==> config.mk <==
export PLATFORM = sky130hd
export DESIGN_NAME = rcu_bulk
export DESIGN_NICKNAME = d
export VERILOG_FILES = /design/src/rtl/rcu_bulk.sv
export SDC_FILE = /design/constraint.sdc
export NUM_CORES = 1
export LEC_CHECK = 0
export CAP_MARGIN = 20
export CORE_MARGIN = 2
export CORE_UTILIZATION = 50
export DETAILED_ROUTE_END_ITERATION = 8
export PLACE_DENSITY = 0.75
export SYNTH_ARGS = -nofsm -noshare
export SYNTH_HDL_FRONTEND = slang
export SYNTH_SLANG_ARGS = --single-unit
==> constraint.sdc <==
create_clock -name clk -period 2.3 [get_ports clk]
set_input_delay 0.46 -clock clk [delete_from_list [all_inputs] [get_ports clk]]
set_output_delay 0.46 -clock clk [all_outputs]
set_load 0.01 [all_outputs]
==> src/rtl/rcu_bulk.sv <==
`default_nettype none
// ============================================================================
//  Module      : rcu_bulk
//  Description : USB receive control unit. Frames SYNC, PID, payload, CRC16
//                and EOP from decoded bytes, forwards payload to the RX FIFO
//                through a two-byte holding line so the CRC is never written,
//                and reports handshake PIDs and data-packet status.
//  Revision    : 1.0  initial release
// ============================================================================
module rcu_bulk #(
    parameter int MAX_BYTES = 64,
    parameter int CNT_W     = 7
) (
    input  logic             clk,
    input  logic             rst,
    input  logic             d_edge,
    input  logic             byte_received,
    input  logic [7:0]       rcv_data,
    input  logic             eop,
    input  logic             crc_ok,
    input  logic             fifo_full,
    output logic             rcving,
    output logic             w_enable,
    output logic [7:0]       rx_data,
    output logic [3:0]       rx_pid,
    output logic             rx_ack,
    output logic             rx_nack,
    output logic             data_ok,
    output logic             pkt_abort,
    output logic             r_error,
    output logic [CNT_W-1:0] byte_count
);

    localparam logic [7:0]       c_sync    = 8'h80;
    localparam logic [7:0]       c_data0   = 8'hC3;
    localparam logic [7:0]       c_data1   = 8'h4B;
    localparam logic [7:0]       c_ack     = 8'hD2;
    localparam logic [7:0]       c_nak     = 8'h5A;
    localparam logic [CNT_W-1:0] c_cnt_max = CNT_W'(MAX_BYTES);
    localparam logic [CNT_W-1:0] c_cnt_one = CNT_W'(1);

    typedef enum logic [2:0] {
        IDLE      = 3'd0,
        WAIT_SYNC = 3'd1,
        WAIT_PID  = 3'd2,
        RECV_DATA = 3'd3,
        HS_EOP    = 3'd4,
        DONE      = 3'd5,
        ERR       = 3'd6,
        EIDLE     = 3'd7
    } state_t;

    state_t           state_q, state_d;
    logic [7:0]       hold0_q, hold0_d;     // oldest byte in the holding line
    logic [7:0]       hold1_q, hold1_d;
    logic [1:0]       hcnt_q, hcnt_d;       // bytes currently held (0..2)
    logic [3:0]       pid_q, pid_d;         // PID of the packet in progress
    logic             err_eop_q, err_eop_d; // eop seen in the cycle that failed
    logic             rcving_q, rcving_d;
    logic             w_enable_q, w_enable_d;
    logic [7:0]       rx_data_q, rx_data_d;
    logic [3:0]       rx_pid_q, rx_pid_d;
    logic             rx_ack_q, rx_ack_d;
    logic             rx_nack_q, rx_nack_d;
    logic             data_ok_q, data_ok_d;
    logic             pkt_abort_q, pkt_abort_d;
    logic             r_error_q, r_error_d;
    logic [CNT_W-1:0] byte_count_q, byte_count_d;
    logic             err_go;
    logic             done_go;

    // Next-state logic: the byte of a cycle is handled first, then eop is
    // judged against the updated state and holding line.
    always_comb begin
        state_d      = state_q;
        hold0_d      = hold0_q;
        hold1_d      = hold1_q;
        hcnt_d       = hcnt_q;
        pid_d        = pid_q;
        err_eop_d    = 1'b0;
        rcving_d     = rcving_q;
        w_enable_d   = 1'b0;
        rx_data_d    = rx_data_q;
        rx_pid_d     = rx_pid_q;
        rx_ack_d     = 1'b0;
        rx_nack_d    = 1'b0;
        data_ok_d    = 1'b0;
        pkt_abort_d  = 1'b0;
        r_error_d    = r_error_q;
        byte_count_d = byte_count_q;
        err_go       = 1'b0;
        done_go      = 1'b0;

        case (state_q)
            IDLE: begin
                if (d_edge) begin
                    state_d      = WAIT_SYNC;
                    rcving_d     = 1'b1;
                    r_error_d    = 1'b0;
                    byte_count_d = '0;
                    hcnt_d       = 2'd0;
                end
            end
            WAIT_SYNC: begin
                if (byte_received) begin
                    if (rcv_data == c_sync) state_d = WAIT_PID;
                    else                    err_go  = 1'b1;
                end
                if (eop) err_go = 1'b1;
            end
            WAIT_PID: begin
                if (byte_received) begin
                    pid_d = rcv_data[3:0];
                    if (rcv_data[7:4] != ~rcv_data[3:0]) begin
                        err_go = 1'b1;
                    end else if (rcv_data == c_data0 || rcv_data == c_data1) begin
                        state_d = RECV_DATA;
                        hcnt_d  = 2'd0;
                    end else if (rcv_data == c_ack || rcv_data == c_nak) begin
                        state_d = HS_EOP;
                    end else begin
                        err_go = 1'b1;
                    end
                end
                // A handshake PID arriving together with eop is a complete packet.
                if (eop) begin
                    if (!err_go && state_d == HS_EOP) done_go = 1'b1;
                    else                              err_go  = 1'b1;
                end
            end
            RECV_DATA: begin
                if (byte_received) begin
                    if (hcnt_q == 2'd2) begin
                        if (fifo_full || byte_count_q == c_cnt_max) begin
                            err_go = 1'b1;
                        end else begin
                            w_enable_d   = 1'b1;
                            rx_data_d    = hold0_q;
                            byte_count_d = byte_count_q + c_cnt_one;
                            hold0_d      = hold1_q;
                            hold1_d      = rcv_data;
                        end
                    end else begin
                        if (hcnt_q == 2'd0) hold0_d = rcv_data;
                        else                hold1_d = rcv_data;
                        hcnt_d = hcnt_q + 2'd1;
                    end
                end
                // The two bytes left in the holding line are the CRC.
                if (eop && !err_go) begin
                    if (hcnt_d != 2'd2 || !crc_ok) err_go  = 1'b1;
                    else                           done_go = 1'b1;
                end
            end
            HS_EOP: begin
                if (byte_received) err_go = 1'b1;
                if (eop && !err_go) done_go = 1'b1;
            end
            DONE: begin
                state_d = IDLE;
            end
            ERR: begin
                if (err_eop_q || eop) begin
                    state_d  = IDLE;
                    rcving_d = 1'b0;
                end else begin
                    state_d = EIDLE;
                end
            end
            EIDLE: begin
                if (eop) begin
                    state_d  = IDLE;
                    rcving_d = 1'b0;
                end
            end
            default: state_d = IDLE;
        endcase

        if (err_go) begin
            state_d     = ERR;
            r_error_d   = 1'b1;
            pkt_abort_d = (byte_count_d != '0);
            err_eop_d   = eop;
            hcnt_d      = 2'd0;
        end else if (done_go) begin
            state_d  = DONE;
            rcving_d = 1'b0;
            rx_pid_d = pid_d;
            hcnt_d   = 2'd0;
            case (pid_d)
                c_ack[3:0]: rx_ack_d  = 1'b1;
                c_nak[3:0]: rx_nack_d = 1'b1;
                default:    data_ok_d = 1'b1;
            endcase
        end
    end

    // State and output registers with synchronous reset.
    always_ff @(posedge clk) begin
        if (rst) begin
            state_q      <= IDLE;
            hold0_q      <= 8'h00;
            hold1_q      <= 8'h00;
            hcnt_q       <= 2'd0;
            pid_q        <= 4'h0;
            err_eop_q    <= 1'b0;
            rcving_q     <= 1'b0;
            w_enable_q   <= 1'b0;
            rx_data_q    <= 8'h00;
            rx_pid_q     <= 4'h0;
            rx_ack_q     <= 1'b0;
            rx_nack_q    <= 1'b0;
            data_ok_q    <= 1'b0;
            pkt_abort_q  <= 1'b0;
            r_error_q    <= 1'b0;
            byte_count_q <= '0;
        end else begin
            state_q      <= state_d;
            hold0_q      <= hold0_d;
            hold1_q      <= hold1_d;
            hcnt_q       <= hcnt_d;
            pid_q        <= pid_d;
            err_eop_q    <= err_eop_d;
            rcving_q     <= rcving_d;
            w_enable_q   <= w_enable_d;
            rx_data_q    <= rx_data_d;
            rx_pid_q     <= rx_pid_d;
            rx_ack_q     <= rx_ack_d;
            rx_nack_q    <= rx_nack_d;
            data_ok_q    <= data_ok_d;
            pkt_abort_q  <= pkt_abort_d;
            r_error_q    <= r_error_d;
            byte_count_q <= byte_count_d;
        end
    end

    assign rcving     = rcving_q;
    assign w_enable   = w_enable_q;
    assign rx_data    = rx_data_q;
    assign rx_pid     = rx_pid_q;
    assign rx_ack     = rx_ack_q;
    assign rx_nack    = rx_nack_q;
    assign data_ok    = data_ok_q;
    assign pkt_abort  = pkt_abort_q;
    assign r_error    = r_error_q;
    assign byte_count = byte_count_q;

endmodule
`default_nettype wire
Yosys cells after proc, flatten, opt, wreduce, memory -nomap -nowiden
Index checks and enable logic that the tools add are counted.

word-level totals
  bits in registers = 52
  bits of input ports = 15
  logic and storage cells = 166

operators by class
  $add $sub $neg = 2
  equal/unequal tests = 33
  mux-type cells = 72
  bitwise operators = 7
  reductions and logical operators = 35

operator list
  kind                   number
  $mux W8                6
  $mux W3                12
  $mux W1                35
  $mux W7                4
  $eq A8 B8 Y1 const B   3
  $pmux W3 S6            1
  $eq A8 B7 Y1 const B   2
  $ne A4 B4 Y1 const B   4
  $eq A3 B3 Y1 const B   5
  $reduce_and A5 Y1      3
  $mux W2                7
  $ne A2 B2 Y1 const B   7
  $pmux W7 S2            1
  $reduce_bool A7 Y1     2
  $ne A3 B3 Y1 const B   4
  $reduce_and A4 Y1      3
  $mux W4                2
  $reduce_bool A8 Y1     1
  $add A7 B1 Y7 const B  1
  $eq A7 B7 Y1 const B   1
  $eq A3 B2 Y1 const B   2
  $not A1 Y1             6
  $pmux W1 S3            2
  $pmux W2 S3            1
  19 further kinds       34

Depth between registers and ports, before layout
  depth in word-level cells = 14
  depth in mapped cells = 9

Worst setup path after synthesis
No wires, ideal clock.

  path type = register -> register
  from = register byte_count_q[0], in the netlist byte_count[0]
  to = register hcnt_q[0]
  setup time = 0.065 ns
  arrival time = 1.924 ns
  data required time = 2.235 ns
  path slack = 0.312 ns
  cell stages (with the launch flop) = 9
  buffers on the path = 0
  clock period less this slack = 1.988 ns
  cells stage by stage = dfxtp_1 inv_1 ha_1 and4bb_4 a22o_4 a32oi_1 o211a_1 or3b_1 nor2_1

on the way
  word-level cells in the longest chain between the ends = 11
  elaborated cells between the ends (all ways) = 14
  classes of those cells = eq/ne: 1; mux: 9; reduce/logical: 4

ends and longest elaborated chain
  item                                        line  source
  start, declared                             68    logic [CNT_W-1:0] byte_count_q, byte_count_d;
  start signal, assigned                      233   byte_count_q <= byte_count_d;
  $eq A7 B7 Y1 *                              134   if (fifo_full || byte_count_q == c_cnt_max) begin
  $logic_or A1 B1 Y1 *                        134
  $mux W1 *                                   134
  $mux W1 *                                   133   if (hcnt_q == 2'd2) begin
  $mux W1 *                                   132   if (byte_received) begin
  $mux W1 *                                   94    case (state_q)
  $logic_not A1 Y1                            150   if (eop && !err_go) begin
  $logic_and A1 B1 Y1                         150
  $mux W1                                     150
  $pmux W1 S4 or $pmux W1 S3 (tied branches)  94
  $reduce_or A3 Y1 (no line) *                -
  end signal, assigned                        221   hcnt_q <= hcnt_d;
  end, declared                               56    logic [1:0] hcnt_q, hcnt_d;

Mark *: on every way between the ends. The rest lies on a longest branch, timed or not. The select of a mux whose other input is x is not followed.
A chain may end at the register's enable or synchronous reset.

Final worst setup path
  from = input byte_received
  to = register hcnt_q[1]

on the way
  word-level cells in the longest chain between the ends = 8
  elaborated cells between the ends (all ways) = 36
  classes of those cells = eq/ne: 3; mux: 24; reduce/logical: 9

ends and longest elaborated chain
  item                                                       line      source
  start, declared                                            17        input logic byte_received,
  $mux W3 (tied with other cells)                            112       if (byte_received) begin
  $mux W3 (tied with other cells)                            94
  $eq A3 B3 Y1 (tied with other cells)                       127       if (!err_go && state_d == HS_EOP) done_go = 1'b1;
  $logic_and A1 B1 Y1 or $logic_or A1 B1 Y1 (tied branches)  127, 151
  $mux W1, on equally long branches                          127, 151
  $mux W1, on equally long branches                          126, 150
  $pmux W1 S4 or $pmux W1 S3 (tied branches)                 94
  $reduce_or A3 Y1 (no line)                                 -

Several ways; a longest one is shown, not always the timed one. The select of a mux whose other input is x is not followed.

==> impl_metrics.ini <==
[die]
core_um2 = 5075
rows = 26
die_area_um2 = 5819
die_height_um = 76.29
io_pins = 41
die_w_um = 76.29
start_util = 0.5148

[synthesis]
ys.flop_type = dfxtp_1
yosysTopAreaCell = dfxtp_1
synth.most_common_cell = dfxtp_1
synth_compound_area_frac = 0.2007
synth-xor-area-share = 0.006705
synth_cell_types = 57
synth-edff-count = 0
netlist_top_cells_count = dfxtp_1, nor2_1, nand2_1, mux2i_1, a21oi_1
synth_top_area_frac = 0.3985
ys_ff_latch = 52
synth.mux.area_fraction = 0.08046
synth_cells = 313
synth-simple-area-share = 0.2457
synth_warnings = 0
netlist_area_um2 = 2613
syn-num-nets = 332
synth-async-reset-ratio = 0
synth_top_family_by_area = simple AND/OR/NAND/NOR gates
yosys-top-cells-area = dfxtp_1, mux2i_1, nor2_1
synth-adder-area-share = 0.01916
seq_area_frac_synth = 0.3985
syn_avg_cell_area_um2 = 8.347

[detailed_routing]
vias = 2417
drt_iter0_drc = 125
viasPerCell = 5.395
first_pass_iters = 6
detail_route.wl_per_cell_um = 13.23
ant_nets = 0
routed_wirelength_um = 5928
drc = 0

[clock_network]
cts.sinks = 52
cts_inserted_buffers = 5
clk_pin_slew_ns = 0.09
root_buffer = clkbuf_8
insertion_delay_ns = 0.29
cts_tree = done
h-tree-depth = 2
post-cts-setup-buffers = 0
clockBufferDepth = 2

[layout]
fill_cells = 459
syn_to_final_growth_pct = 30.03
final_nets = 396
post-route-cell-area_um2 = 3397
fin_cells = 448
multi_input_area_um2 = 1450
seq_area_um2 = 1042
num_antenna_cells = 0
layout-drive-gt1-share = 0.1429

[placement]
io_buffers = 40
place_ws_ns = -0.1495
dpl.hpwl_um = 4487
dp_cells = 440
place.gp.congestion = 0.9307
placed_area_um2 = 3298

[run_status]
status = finished clean

[timing]
holdWs_ns = 0.4555
relSlewSlack = 0.6563
min_period_ns = 2.133
finalSetupViolCount = 0
hold_violations = 0
timing.final.ws_setup_ns = 0.1670
finalMaxSlewViolations = 0
rsz0062_at_grt = false
fin_skew_ns = 0.004335
tightest_slew_ns = 0.5148
fmax_ghz = 0.4688
fin_crit_sh = 0.9274

[min_path]
min_to = rx_data[2]
worstHoldStart = hold0_q[2]
hold_class = register to register
holdPathStages = 2

[pwr]
powerDensity_nw_per_um2 = 692.4
power_leakage_uw = 0.001284
ir_worst_vdd_uv = 494.6

[grt]
gr-total-overflow = 0
antenna_found_initial = 0
grtUsageTotal = 0.2116
grt_start_max_net_pins = 31
first_global_vias = 2279
grt_first_pass_wirelength_um = 10450

[setup_path]
required_ns = 2.54
crit_type = primary input to register
cp-end-kind = register
reg2reg_depth = 9
r2r-start = hcnt_q[1]
setup.worst_path.start_class = primary input
r2r_slack_ns = 0.17
timing.rr.end = hcnt_q[1]
crit_fanout = 7
arrival_ns = 2.37

[flow_run]
maxCapViolCount = 0
## worst max path at each step
stage                   from   endpoint  cells after the start
5_1_grt            hcnt_q[0]  hcnt_q[1]                      9
3_5_place_dp   byte_received  hcnt_q[1]                      9
6_report       byte_received  hcnt_q[1]                      9
3_3_place_gp     rcv_data[0]  hcnt_q[0]                      8
2_1_floorplan  byte_count[0]  hcnt_q[0]                      8
4_1_cts            hcnt_q[0]  hcnt_q[1]                      9
## report_power, final
| group | switching (uW) | internal [uW] |
|---|---|---|
| clock | 303 | 219 |
| combinational | 404 | 364 |
| sequential | 97.5 | 965 |
| total | 804 | 1550 |
## per-layer routing
metal	global-route usage	routed length [um]
met5	0	0
met4	0.06000	71
met3	0.02962	249
met2	0.3451	2775
met1	0.2934	2831
## registers in the layout, indices dropped and copies added (netlist names), 2 cells and up
register,flops
byte_count,7
hcnt_q,2
hold0_q,8
hold1_q,8
pid_q,4
rx_data,8
rx_pid,4
state_q,3
## layout make-up
type	instances	share of cell area
clock buffers	5	0.02026
clock inverters	3	0.006630
inverters	12	0.01326
multi-input cells	232	0.4269
flip-flops and latches	52	0.3068
well taps	70	0.02578
repair buffers	74	0.2004
## worst max-delay path, cell delays in order
cell and delay [ns]:
clkdlybuf4s50_1 0.47, buf_4 0.19, and3b_1 0.19, nand4_1 0.11, o211ai_2 0.11, o21a_1 0.22, buf_4 0.14, or3b_1 0.36
nor2_1 0.11
## timing repair
action	4_1_cts	5_1_grt
hold buffers	0	0
endpoints found under the setup margin	0	5
resized for setup	0	3
## placed cells by master, fill, tap and decap left out, drive strengths merged, types with 2 or more instances in the layout
cell,netlist,layout
nand2,36,36
nor4,2,2
a22oi,4,4
clkinv,0,2
o21a,4,4
ha,4,4
a21boi,2,2
or3,2,2
a21o,2,2
a21oi,20,20
a31oi,3,3
mux2i,21,21
and4bb,2,2
inv,12,13
and3b,2,2
or3b,2,2
o31ai,3,3
clkbuf,7,5
nor3,6,6
nand2b,4,4
and4b,3,3
a211oi,13,13
buf,10,34
nand4,3,3
nor2,46,46
clkdlybuf4s50,0,40
a221oi,2,2
nand3,10,10
nor3b,2,2
and2,2,2
nor2b,3,3
o211ai,2,2
o21ai,13,13
dfxtp,52,52
## logic make-up after synthesis
family / after synthesis
compound gates: 75
xor+xnor: 2
fa+ha+maj: 4
buf+inv: 29
flops: 52
mux: 21
simple gates: 130
## per-stage QoR
stage	utilization	TNS, ns	total power, uW
detailed placement	0.6499	-0.9897	1835
global route	0.6694	0	2496
CTS	0.6679	0	2357
global placement	0.6499	-0.8130	1825
finish	0.6694	0	2352
floorplan	-	0	1541
No activity file was read; power rests on OpenSTA's default activity.
